**src/rtl/uart_pkg.sv**
```systemverilog
// Shared definitions for the UART transmit path: byte width and the
// arbiter's handshake sequencing states.
package uart_pkg;

  localparam int UART_BYTE_W = 8;

  typedef enum logic [1:0] {
    ST_IDLE      = 2'd0,
    ST_ISSUE     = 2'd1,
    ST_WAIT_BUSY = 2'd2,
    ST_WAIT_DONE = 2'd3
  } arb_state_e;

endpackage

```
**src/rtl/uart_tx_arbiter_rr_pick.sv**
```systemverilog
// Round-robin winner selection. Scans from rr_ptr with wrap, or when a
// packet is in progress reports only whether the current owner still has data.
module rr_pick #(
  parameter  int N_REQ = 2,
  localparam int IDX_W = $clog2(N_REQ)
) (
  input  logic [N_REQ-1:0] req,
  input  logic [IDX_W-1:0] rr_ptr,
  input  logic             locked,
  input  logic [IDX_W-1:0] owner,
  output logic [IDX_W-1:0] winner,
  output logic             found
);

  // One spare bit so rr_ptr + offset cannot overflow before the explicit
  // modulo fold; this keeps non-power-of-2 sizes off the unused codes.
  localparam int SUM_W = IDX_W + 1;

  logic [SUM_W-1:0] sum;

  always_comb begin
    winner = '0;
    found  = 1'b0;
    sum    = '0;
    if (locked) begin
      winner = owner;
      found  = req[owner];
    end else begin
      for (int i = 0; i < N_REQ; i++) begin
        sum = {1'b0, rr_ptr} + SUM_W'(i);
        if (sum >= SUM_W'(N_REQ)) begin
          sum = sum - SUM_W'(N_REQ);
        end
        if (!found && req[sum[IDX_W-1:0]]) begin
          found  = 1'b1;
          winner = sum[IDX_W-1:0];
        end
      end
    end
  end

endmodule

```
**src/rtl/uart_tx_arbiter.sv**
```systemverilog
// Shares one uart_tx among N_REQ byte producers: round-robin between packets,
// packet lock against interleaving, and the tx_en / tx_ready handshake.
module uart_tx_arbiter
  import uart_pkg::*;
#(
  parameter int N_REQ        = 2,
  parameter int BUSY_TIMEOUT = 16
) (
  input  logic                         clk,
  input  logic                         rst_n,
  input  logic [N_REQ-1:0]             req_valid,
  input  logic [UART_BYTE_W*N_REQ-1:0] req_data,
  input  logic [N_REQ-1:0]             req_last,
  output logic [N_REQ-1:0]             req_ready,
  output logic [UART_BYTE_W-1:0]       tx_byte,
  output logic                         tx_en,
  input  logic                         tx_ready,
  output logic [$clog2(N_REQ)-1:0]     grant_id,
  output logic                         busy,
  output logic                         timeout_err
);

  localparam int IDX_W = $clog2(N_REQ);
  localparam int CNT_W = $clog2(BUSY_TIMEOUT) + 1;

  arb_state_e state, state_next;

  logic [IDX_W-1:0]       rr_ptr;
  logic                   locked;
  logic [CNT_W-1:0]       cnt;
  logic [CNT_W-1:0]       cnt_inc;
  logic                   timeout_hit;
  logic [IDX_W-1:0]       winner;
  logic                   found;
  logic                   grant;
  logic [IDX_W-1:0]       ptr_after_grant;
  logic [UART_BYTE_W-1:0] req_bytes [N_REQ];

  always_comb begin
    for (int i = 0; i < N_REQ; i++) begin
      req_bytes[i] = req_data[i*UART_BYTE_W +: UART_BYTE_W];
    end
  end

  rr_pick #(
    .N_REQ (N_REQ)
  ) u_pick (
    .req    (req_valid),
    .rr_ptr (rr_ptr),
    .locked (locked),
    .owner  (grant_id),
    .winner (winner),
    .found  (found)
  );

  assign cnt_inc         = cnt + 1'b1;
  assign timeout_hit     = (cnt_inc == CNT_W'(BUSY_TIMEOUT - 1));
  assign ptr_after_grant = (grant_id == IDX_W'(N_REQ - 1)) ? '0 : grant_id + 1'b1;
  assign busy            = (state != ST_IDLE);

  always_ff @(posedge clk or negedge rst_n) begin
    if (!rst_n) begin
      state <= ST_IDLE;
    end else begin
      state <= state_next;
    end
  end

  // req_ready is a same-cycle accept; gating on rst_n keeps it low the
  // instant reset asserts, even though state is already IDLE then.
  always_comb begin
    state_next = state;
    tx_en      = 1'b0;
    req_ready  = '0;
    grant      = 1'b0;
    case (state)
      ST_IDLE: begin
        if (rst_n && tx_ready && found) begin
          grant             = 1'b1;
          req_ready[winner] = 1'b1;
          state_next        = ST_ISSUE;
        end
      end
      ST_ISSUE: begin
        tx_en      = 1'b1;
        state_next = ST_WAIT_BUSY;
      end
      ST_WAIT_BUSY: begin
        if (!tx_ready) begin
          state_next = ST_WAIT_DONE;
        end else if (timeout_hit) begin
          state_next = ST_IDLE;
        end
      end
      ST_WAIT_DONE: begin
        if (tx_ready) begin
          state_next = ST_IDLE;
        end
      end
      default: state_next = ST_IDLE;
    endcase
  end

  // The round-robin pointer only moves once a whole packet has gone out,
  // so a locked owner keeps its turn across every byte of its message.
  always_ff @(posedge clk or negedge rst_n) begin
    if (!rst_n) begin
      tx_byte     <= '0;
      grant_id    <= '0;
      locked      <= 1'b0;
      rr_ptr      <= '0;
      cnt         <= '0;
      timeout_err <= 1'b0;
    end else begin
      case (state)
        ST_IDLE: begin
          if (grant) begin
            tx_byte  <= req_bytes[winner];
            grant_id <= winner;
            locked   <= !req_last[winner];
          end
        end
        ST_ISSUE: begin
          cnt <= '0;
        end
        ST_WAIT_BUSY: begin
          if (tx_ready) begin
            cnt <= cnt_inc;
            if (timeout_hit) begin
              timeout_err <= 1'b1;
              locked      <= 1'b0;
            end
          end
        end
        ST_WAIT_DONE: begin
          if (tx_ready && !locked) begin
            rr_ptr <= ptr_after_grant;
          end
        end
        default: ;
      endcase
    end
  end

endmodule

```
**config.mk**
```make
export PLATFORM = sky130hd
export DESIGN_NAME = uart_tx_arbiter
export DESIGN_NICKNAME = d
export VERILOG_FILES = /design/src/rtl/uart_pkg.sv /design/src/rtl/uart_tx_arbiter_rr_pick.sv /design/src/rtl/uart_tx_arbiter.sv
export SDC_FILE = /design/constraint.sdc
export NUM_CORES = 1
export LEC_CHECK = 0
export CORE_MARGIN = 4
export CORE_UTILIZATION = 47
export DETAILED_ROUTE_END_ITERATION = 10
export PLACE_DENSITY = 0.92
export RECOVER_POWER = 100
export SLEW_MARGIN = 5
export SYNTH_ARGS = -nofsm -noshare
export SYNTH_HDL_FRONTEND = slang
export SYNTH_SLANG_ARGS = --single-unit
```
**constraint.sdc**
```tcl
create_clock -name clk -period 2.9 [get_ports clk]
set_input_delay 0.725 -clock clk [delete_from_list [all_inputs] [get_ports clk]]
set_output_delay 0.725 -clock clk [all_outputs]
set_load 0.02 [all_outputs]
```
Word-level counts from Yosys, hierarchy flattened
Cells that the tools add are included.
{"block": "classes", "add_sub_neg": 5, "mul": 0, "div_mod_pow": 0, "order_cmp": 8, "eq_ne": 10, "n_shift": 0, "mux": 41, "bitwise": 1, "n_reduce_logical": 18}
{"op": "two-way mux 1 bit", "count": 27}
{"op": "two-way mux 8 bit", "count": 3}
{"op": "two-way mux 2 bit", "count": 6}
{"op": "!= test 2 bit (second input constant)", "count": 5}
{"op": "case mux 5 bit (2 select lines)", "count": 1}
{"op": "less-than comparator 1 x 2 -> 1 bit (second input constant)", "count": 4}
{"op": "case mux 2 bit (4 select lines)", "count": 1}
{"op": "AND reduction 2 bit", "count": 3}
{"op": "AND reduction 3 bit", "count": 2}
{"op": "nonzero test 2 bit", "count": 3}
{"op": "adder 5 x 1 -> 5 bit (second input constant)", "count": 1}
{"op": "== test 5 x 4 -> 1 bit (second input constant)", "count": 1}
{"op": "logical AND 1 bit", "count": 5}
{"op": "two-way mux 5 bit", "count": 1}
{"op": "== test 2 bit (second input constant)", "count": 2}
{"op": "greater-or-equal comparator 2 bit (second input constant)", "count": 2}
{"op": "AND reduction 4 bit", "count": 1}
{"op": "logical NOT 1 bit", "count": 3}
{"op": "!= test 3 bit (second input constant)", "count": 1}
{"op": "adder 1 x 1 -> 2 bit (second input constant)", "count": 1}
{"op": "== test 2 x 1 -> 1 bit (second input constant)", "count": 1}
{"op": "greater-or-equal comparator 1 x 2 -> 1 bit (second input constant)", "count": 1}
{"op": "logical NOT 2 bit", "count": 1}
{"op": "NOT 1 -> 2 bit", "count": 1}
{"op": "5 further kinds", "count": 6}
{"block": "word_totals", "regBits": 19, "latchBits": 0, "mem_bits_rw": 0, "mem_bits_ro": 0, "in_bits": 23, "word_cells": 90, "n_memories": 0}

Longest topological paths before layout
{"block": "depth", "depth_word": 17, "mapped_depth": 6, "ltp_nobuf": 6}

Hierarchy
A second synthesis with hierarchy kept.
{"block": "unflattened", "cells_unflattened": 93, "hier_area_um2": 1059.8}
{"module": "uart_tx_arbiter", "instances": 1, "cells_per_inst": 85, "area_per_inst_um2": 1019.7, "seq_area_each_um2": 475.5}
{"module": "rr_pick", "instances": 1, "cells_per_inst": 8, "area_per_inst_um2": 40.0, "seq_area_each_um2": 0.0}

Worst setup path before layout
Ideal clock, no wire load.
{"block": "synth_path", "path_type": "in2out", "start": "input port req_valid[0]", "end": "output port req_ready[1]", "arrival_time_ps": 1552, "setup_slack_ps": 623, "path_stages": 4, "path_cell_list": "nor2b_1 o21ai_1 buf_4 nor2b_1"}
{"block": "synth_between", "elab_chain_len": 14, "elab_cells_between_ends": 23, "classes_between": "2 x order compare; 17 x mux; 4 x reduce/logical"}
{"element": "start, declared", "line": "uart_tx_arbiter.sv:11", "rtl": "input logic [N_REQ-1:0] req_valid,"}
{"element": "two-way mux 1 bit (not written as such) (2 in a row)", "line": "uart_tx_arbiter_rr_pick.sv:34", "rtl": "if (!found && req[sum[IDX_W-1:0]]) begin"}
{"element": "two-way mux 1 bit", "line": "uart_tx_arbiter_rr_pick.sv:34"}
{"element": "two-way mux 1 bit", "line": "uart_tx_arbiter_rr_pick.sv:25", "rtl": "if (locked) begin"}
{"element": "logical NOT 1 bit", "line": "uart_tx_arbiter_rr_pick.sv:34"}
{"element": "logical AND 1 bit", "line": "uart_tx_arbiter_rr_pick.sv:34"}
{"element": "two-way mux 1 bit", "line": "uart_tx_arbiter_rr_pick.sv:34"}
{"element": "two-way mux 1 bit", "line": "uart_tx_arbiter_rr_pick.sv:25"}
{"element": "less-than comparator 1 x 2 -> 1 bit (not written as such) / greater-or-equal comparator 1 bit (equally long branches)", "line": "uart_tx_arbiter.sv:80", "rtl": "req_ready[winner] = 1'b1;"}
{"element": "logical AND 1 bit (not written as such)", "line": "uart_tx_arbiter.sv:80"}
{"element": "two-way mux 1 bit (not written as such)", "line": "uart_tx_arbiter.sv:80"}
{"element": "demux 1 bit (select 1 bit)", "line": "uart_tx_arbiter.sv:80"}
{"element": "two-way mux 2 bit (*)", "line": "uart_tx_arbiter.sv:78", "rtl": "if (rst_n && tx_ready && found) begin"}
{"element": "two-way mux 2 bit (*)", "line": "uart_tx_arbiter.sv:76", "rtl": "case (state)"}
{"element": "end, declared", "line": "uart_tx_arbiter.sv:14", "rtl": "output logic [N_REQ-1:0] req_ready,"}
Mark *: on every way between the ends. The rest lies on a longest branch, timed or not. The select of a mux whose other input is x is not followed.

Final worst setup path
Ends and elaborated chain as after synthesis.

==> run summary <==
vias = 976
post-synth net total = 137
ANT nets after route = 0
f_max = 356 MHz
reg2reg setup slack = 0.97 ns
status = finished clean
EDFF count, synth = 0
Hold Path End = timeout_err
Worst Hold Launch = timeout_err
Worst path depth = 5
maximum VDD drop = 560 uV
synthesized cell area = 1060 um2
most frequent cells in the layout = clkdlybuf4s50_1, dfrtp_1, nand2_1
DRC = 0
fillers = 149
TritonCTS Buffers = 3
nature of the critical path endpoint = primary output
clk slew on worst S/H paths = 0.11 ns
reg2reg start = grant_id
ant diodes = 0
Worst-Skew Late Latency = 0.31 ns
Lkg Pwr = 0.643 nW
Top FF cell, synth = dfrtp_1
Syn Area/Cell = 9.50 um2
peak fanout along the critical path = 3
gr usage total = 18.0%
number of detailed-route iterations in the first pass = 4
Die Ht = 55.6 um
Setup Buffers After CTS = 0
worst path required time = 2.17 ns
synth unique cells = 37
r2r worst-path depth = 4
worst hold slack = 0.491 ns
CP max-delay cell = clkdlybuf4s50_1
period utilization = 96.8%
dpl hpwl = 2150 um
Placement Cell Area = 1480 um2
Slew @ Worst Pin = 0.989 ns
Seq/Total Area, Yosys = 44.7%
maxcap violations = 0
CP arrival = 2.08 ns
initial core utilization = 51.6%
Synthesis Warnings = 0
Net count, final = 180
GR Overflow Total = 0
slew margin rel. = 34.0%
synthesis-stage register bit count = 19
htree depth = 1
Post-Route Skew = 0.00350 ns
Final Critical Period = 2.81 ns
initial antenna violation count = 0
die area = 3090 um2
Hold Crit Class = reg -> reg
CP Cell Sequence = clkdlybuf4s50_1, a21boi_0, o2111ai_2, nor2b_1, dlygate4sd2_1
Final setup violation count = 0
vias in the first global route = 1021
final slew viol count = 0
clk sinks = 19
final hold viol count = 0
asr flop ratio synth = 100%
area grow syn2layout = 39.6%
most common cell after layout, fill and taps aside = clkdlybuf4s50_1
Root Driver = clkbuf_4
largest net degree at the start of global routing = 21
num ports = 37
Core Area = 2060 um2
fin cells = 181
drt wl/cell = 15.2 um
delay-heaviest family, CP = buffers and inverters
Port Buffers = 36
drt via density = 5.39
design area = 1490 um2
setup TNS = 0 ns
FF-to-FF End = tx_byte[5]
first-pass GRT wire length = 4460 um
Worst Path Buf+Inv = 2
Hold Path Stages = 1
Pwr per Cell Area = 822 nW/um2
Die X-Extent = 55.6 um
CTS Hold Bufs = 0
Synth Instances = 112
Placed Cells = 177
TritonCTS clock tree = yes
RSZ-0062 raised after global routing = no
crit path launch type = input port
drt initial violations = 16
Core Rows = 16
Routability Congestion = 0.815
share of layout cells above drive strength 1 = 8.44%
routed wire length = 2760 um
largest stage delay on the critical path = 0.48 ns
maximum root-to-sink buffer count = 2
CP Class = in -> out
-- logic make-up after synthesis --
logic type / after synthesis / synth area share, %
buffers and inverters: 9 / 4.82
muxes: 9 / 8.59
adders and majority gates: 2 / 2.35
xor gates and xnor gates: 1 / 0.824
and+or+nand+nor: 43 / 21.6
DFF: 19 / 44.7
AOI/OAI and AO/OA: 29 / 17.1
-- area by class of cell --
type	instances	area, um2	share of cell area (%)
inverters	3	11.3	0.758
multi-input cells	84	537	36.1
clock buffers	4	26.3	1.77
flip-flops and latches	19	475	32.0
repair buffers	44	402	27.0
well taps	27	33.8	2.27
-- routing by layer --
metal / up-vias / part of all wire, % / track usage (%)
met5: - / 0 / 0
met4: 0 / 2.9 / 11.1
met2: 30 / 55 / 33.8
met1: 456 / 39 / 18.7
met3: 9 / 3.3 / 2.09
li1: 481 / - / -
-- power by group --
part	switching, mW	internal, mW
logic	0.320	0.287
registers	0.106	0.366
clock network	0.0875	0.0538
total	0.514	0.707
-- state kept, by name (all words and copies together), names as in the netlist --
name         cells
grant_id         1
tx_byte          8
state            2
rr_ptr           1
locked           1
timeout_err      1
cnt              5
-- worst max-delay path by stage --
stage	from	end	slack, ns
after global routing	req_valid[0]	req_ready[1]	0.03
after floorplan	req_valid[0]	req_ready[1]	0.62
after detailed placement	req_valid[0]	req_ready[0]	-0.22
final	req_valid[0]	req_ready[1]	0.09
after CTS	req_valid[0]	req_ready[0]	0.04
after global placement	req_valid[0]	req_ready[0]	-0.15
-- cells in the mapped netlist, types with 2 or more instances --
library cell	count	area share [%]
nor3_1	3	1.4
buf_4	2	1.4
a21oi_1	6	2.8
nor2_1	3	1.1
o21ai_0	14	6.6
nand2_1	15	5.3
inv_1	2	0.71
nand2b_1	3	1.8
dfrtp_1	19	45
mux2i_1	8	7.5
nor2b_1	4	2.4
nand3_1	4	1.9
ha_1	2	2.4
o211ai_1	2	1.4
nor3b_1	3	2.1
-- repair_timing --
item	4_1_cts	5_1_grt
endpoints found under the hold margin	0	0
endpoints found under the setup margin	2	1
resized for setup	2	2
-- per-stage QoR --
step | power, mW | utilization [%] | worst slack [ns]
after floorplan | 0.839 | - | 0.623
after global placement | 1.08 | 71.7 | -0.151
after detailed placement | 1.12 | 71.7 | -0.221
after CTS | 1.26 | 72.8 | 0.0430
after global routing | 1.30 | 72.0 | 0.0318
final | 1.22 | 72.0 | 0.0925
(Power assumes the default switching activity.)
==> RTL change: new RTL, config.mk and constraints unchanged <==
`UART_BYTE_W`: 8 -> 10.
--- a/src/rtl/uart_pkg.sv
+++ b/src/rtl/uart_pkg.sv
@@ -2,7 +2,7 @@
 // arbiter's handshake sequencing states.
 package uart_pkg;
 
-  localparam int UART_BYTE_W = 8;
+  localparam int UART_BYTE_W = 10;
 
   typedef enum logic [1:0] {
     ST_IDLE      = 2'd0,
Ports: changed (resized req_data and tx_byte); port bits go from 37 to 43. The function was not compared with the original's and may differ.
==> RTL change against the original RTL <==
  * Core utilization is 0.29 points lower
  * Routed wire length is 14% higher
  * Die area is 9.7% higher
  * Sequential cell count is 2 higher
  * Critical path depth stayed put
  * Power is 16% higher
  * Cell area is 11% higher
  * Cell count is 8.8% higher
  * Count of clock-buffer cells in the layout stayed put
  * Worst setup slack worse by 12 ps
  * Area after synthesis is 11% higher
  * Maximum frequency is 0.41% lower
  * Largest cell class unchanged
  * Highest routed layer unchanged
==> RTL change: results (changes against the original RTL) <==
metric,value,unit,change
wire length per cell after detailed routing,16.0,um,was 15.2 um
share of total power consumed by net switching,42.3,%,was 42.1%
largest net degree at the start of global routing,23,,was 21
relative max-transition margin,24.5,%,was 34.0%
portion of the post-synthesis area used by sequential elements,44.4,%,was 44.7%
Static Leakage,0.000745,uW,was 0.000643 uW
worst-skew pair later-pin latency,310,ps,about the same
via count normalized by instance count,5.50,,was 5.39
global routing usage on met2,37.4,%,was 33.8%
synthesized-area fraction occupied by xor and xnor cells,0.739,%,was 0.824%
number of global-route vias before repair,1144,,was 1021
largest fanout of any net on the critical path,4,,was 3
number of warnings issued by yosys,0,,unchanged
CP arrival,2090,ps,
adder-cell share of the synthesized area,2.11,%,was 2.35%
cell with the largest stage delay on the worst path,sky130_fd_sc_hd__dlygate4sd3_1,,was sky130_fd_sc_hd__clkdlybuf4s50_1
result of the run,completed,,unchanged
share of synthesized area spent on multiplexers,9.40,%,was 8.59%
Worst Clk Skew,9.23,ps,was 3.50 ps
CP peak stage delay,560,ps,was 480 ps
Largest regs,"tx_byte (10), cnt (5), state (2)",,"was tx_byte (8), cnt (5), state (2)"
biggest area contributors in the synthesized netlist,"sky130_fd_sc_hd__dfrtp_1 44%, sky130_fd_sc_hd__mux2i_1 8.4%, sky130_fd_sc_hd__nand2_1 6.3%",,"was sky130_fd_sc_hd__dfrtp_1 45%, sky130_fd_sc_hd__mux2i_1 7.5%, sky130_fd_sc_hd__o21ai_0 6.6%"
half-perimeter wire length of the detailed placement result,2520,um,was 2150 um
layout cell share with drive strength beyond 1,10.1,%,was 8.44%
Mapped Nets,148,,was 137
maximum ir drop on the vdd rail,0.000498,V,was 0.000560 V
Compound-Gate Fraction of Synth Area,18.4,%,was 17.1%
leading post-synthesis cells by instance count,"21 x sky130_fd_sc_hd__dfrtp_1, 20 x sky130_fd_sc_hd__nand2_1, 10 x sky130_fd_sc_hd__mux2i_1",,"was 19 x sky130_fd_sc_hd__dfrtp_1, 15 x sky130_fd_sc_hd__nand2_1, 14 x sky130_fd_sc_hd__o21ai_0, 8 x sky130_fd_sc_hd__mux2i_1, 6 x sky130_fd_sc_hd__a21oi_1"
routability-driven placement congestion ratio,0.867,,was 0.815
initial standard-cell utilization of the core,51.6,%,about the same
initial DRC count,35,,was 16
first-pass GRT wire length,5090,um,was 4460 um
root buf cell,sky130_fd_sc_hd__clkbuf_4,,unchanged
nets,199,,was 180
-- RTL change: changes by cell type after synthesis, sizes merged, moves of 3 or more --
cell / change
nand4: +3
nand3: -3
inv: +4
nand2: +5
nor3b: -3
nor2b: -4
nor2: +3
-- RTL change: timing repair --
action,CTS,global route
gates resized for setup,3,3
buffers inserted,0,0
hold buffers,0,0
endpoints found under the setup margin,2,2
-- RTL change: worst paths after layout --
check,from,to,slack [ps],depth (start not counted)
min,timeout_err$_DFFE_PN0P_,timeout_err$_DFFE_PN0P_,480,1
min reg2reg,timeout_err$_DFFE_PN0P_,timeout_err$_DFFE_PN0P_,480,1
min in group asynchronous,rst_n,tx_byte[1]$_DFFE_PN0P_,1200,2
max reg2reg,grant_id$_DFFE_PN0P_,tx_byte[9]$_DFFE_PN0P_,870,4
max in group asynchronous,rst_n,cnt[2]$_DFFE_PN0P_,1030,2
max,rst_n,req_ready[1],80,5
-- RTL change: area by class of cell --
cell class,instances,area [um^2]
clock buffers,4,26.3
fillers,176,649
inverters,6,22.5
multi-input cells,88,579
flip-flops and latches,21,526
well taps,28,35.0
repair buffers,50,459
-- RTL change: metrics by stage --
stage	setup WS [ps]	instances	setup TNS, ps	cell area (um^2)
6_report	80.9	197	0	1650
3_5_place_dp	-285	193	-520	1660
4_1_cts	12.0	197	0	1690
3_3_place_gp	-225	193	-416	1660
5_1_grt	33.1	197	0	1650
2_1_floorplan	700	119	0	1180
-- RTL change: power groups by stage --
stage          Clock, uW  Sequential, uW  Combinational, uW
2_1_floorplan          0             603                395
3_3_place_gp           0             520                773
3_5_place_dp           0             531                808
4_1_cts              150             524                811
5_1_grt              163             541                809
6_report             143             523                750
-- RTL change: metal layers --
metal	vias to the layer above	part of all wire [%]
met2	47	54
met3	7	6.0
met5	-	0
met4	0	2.3
li1	526	-
met1	503	38
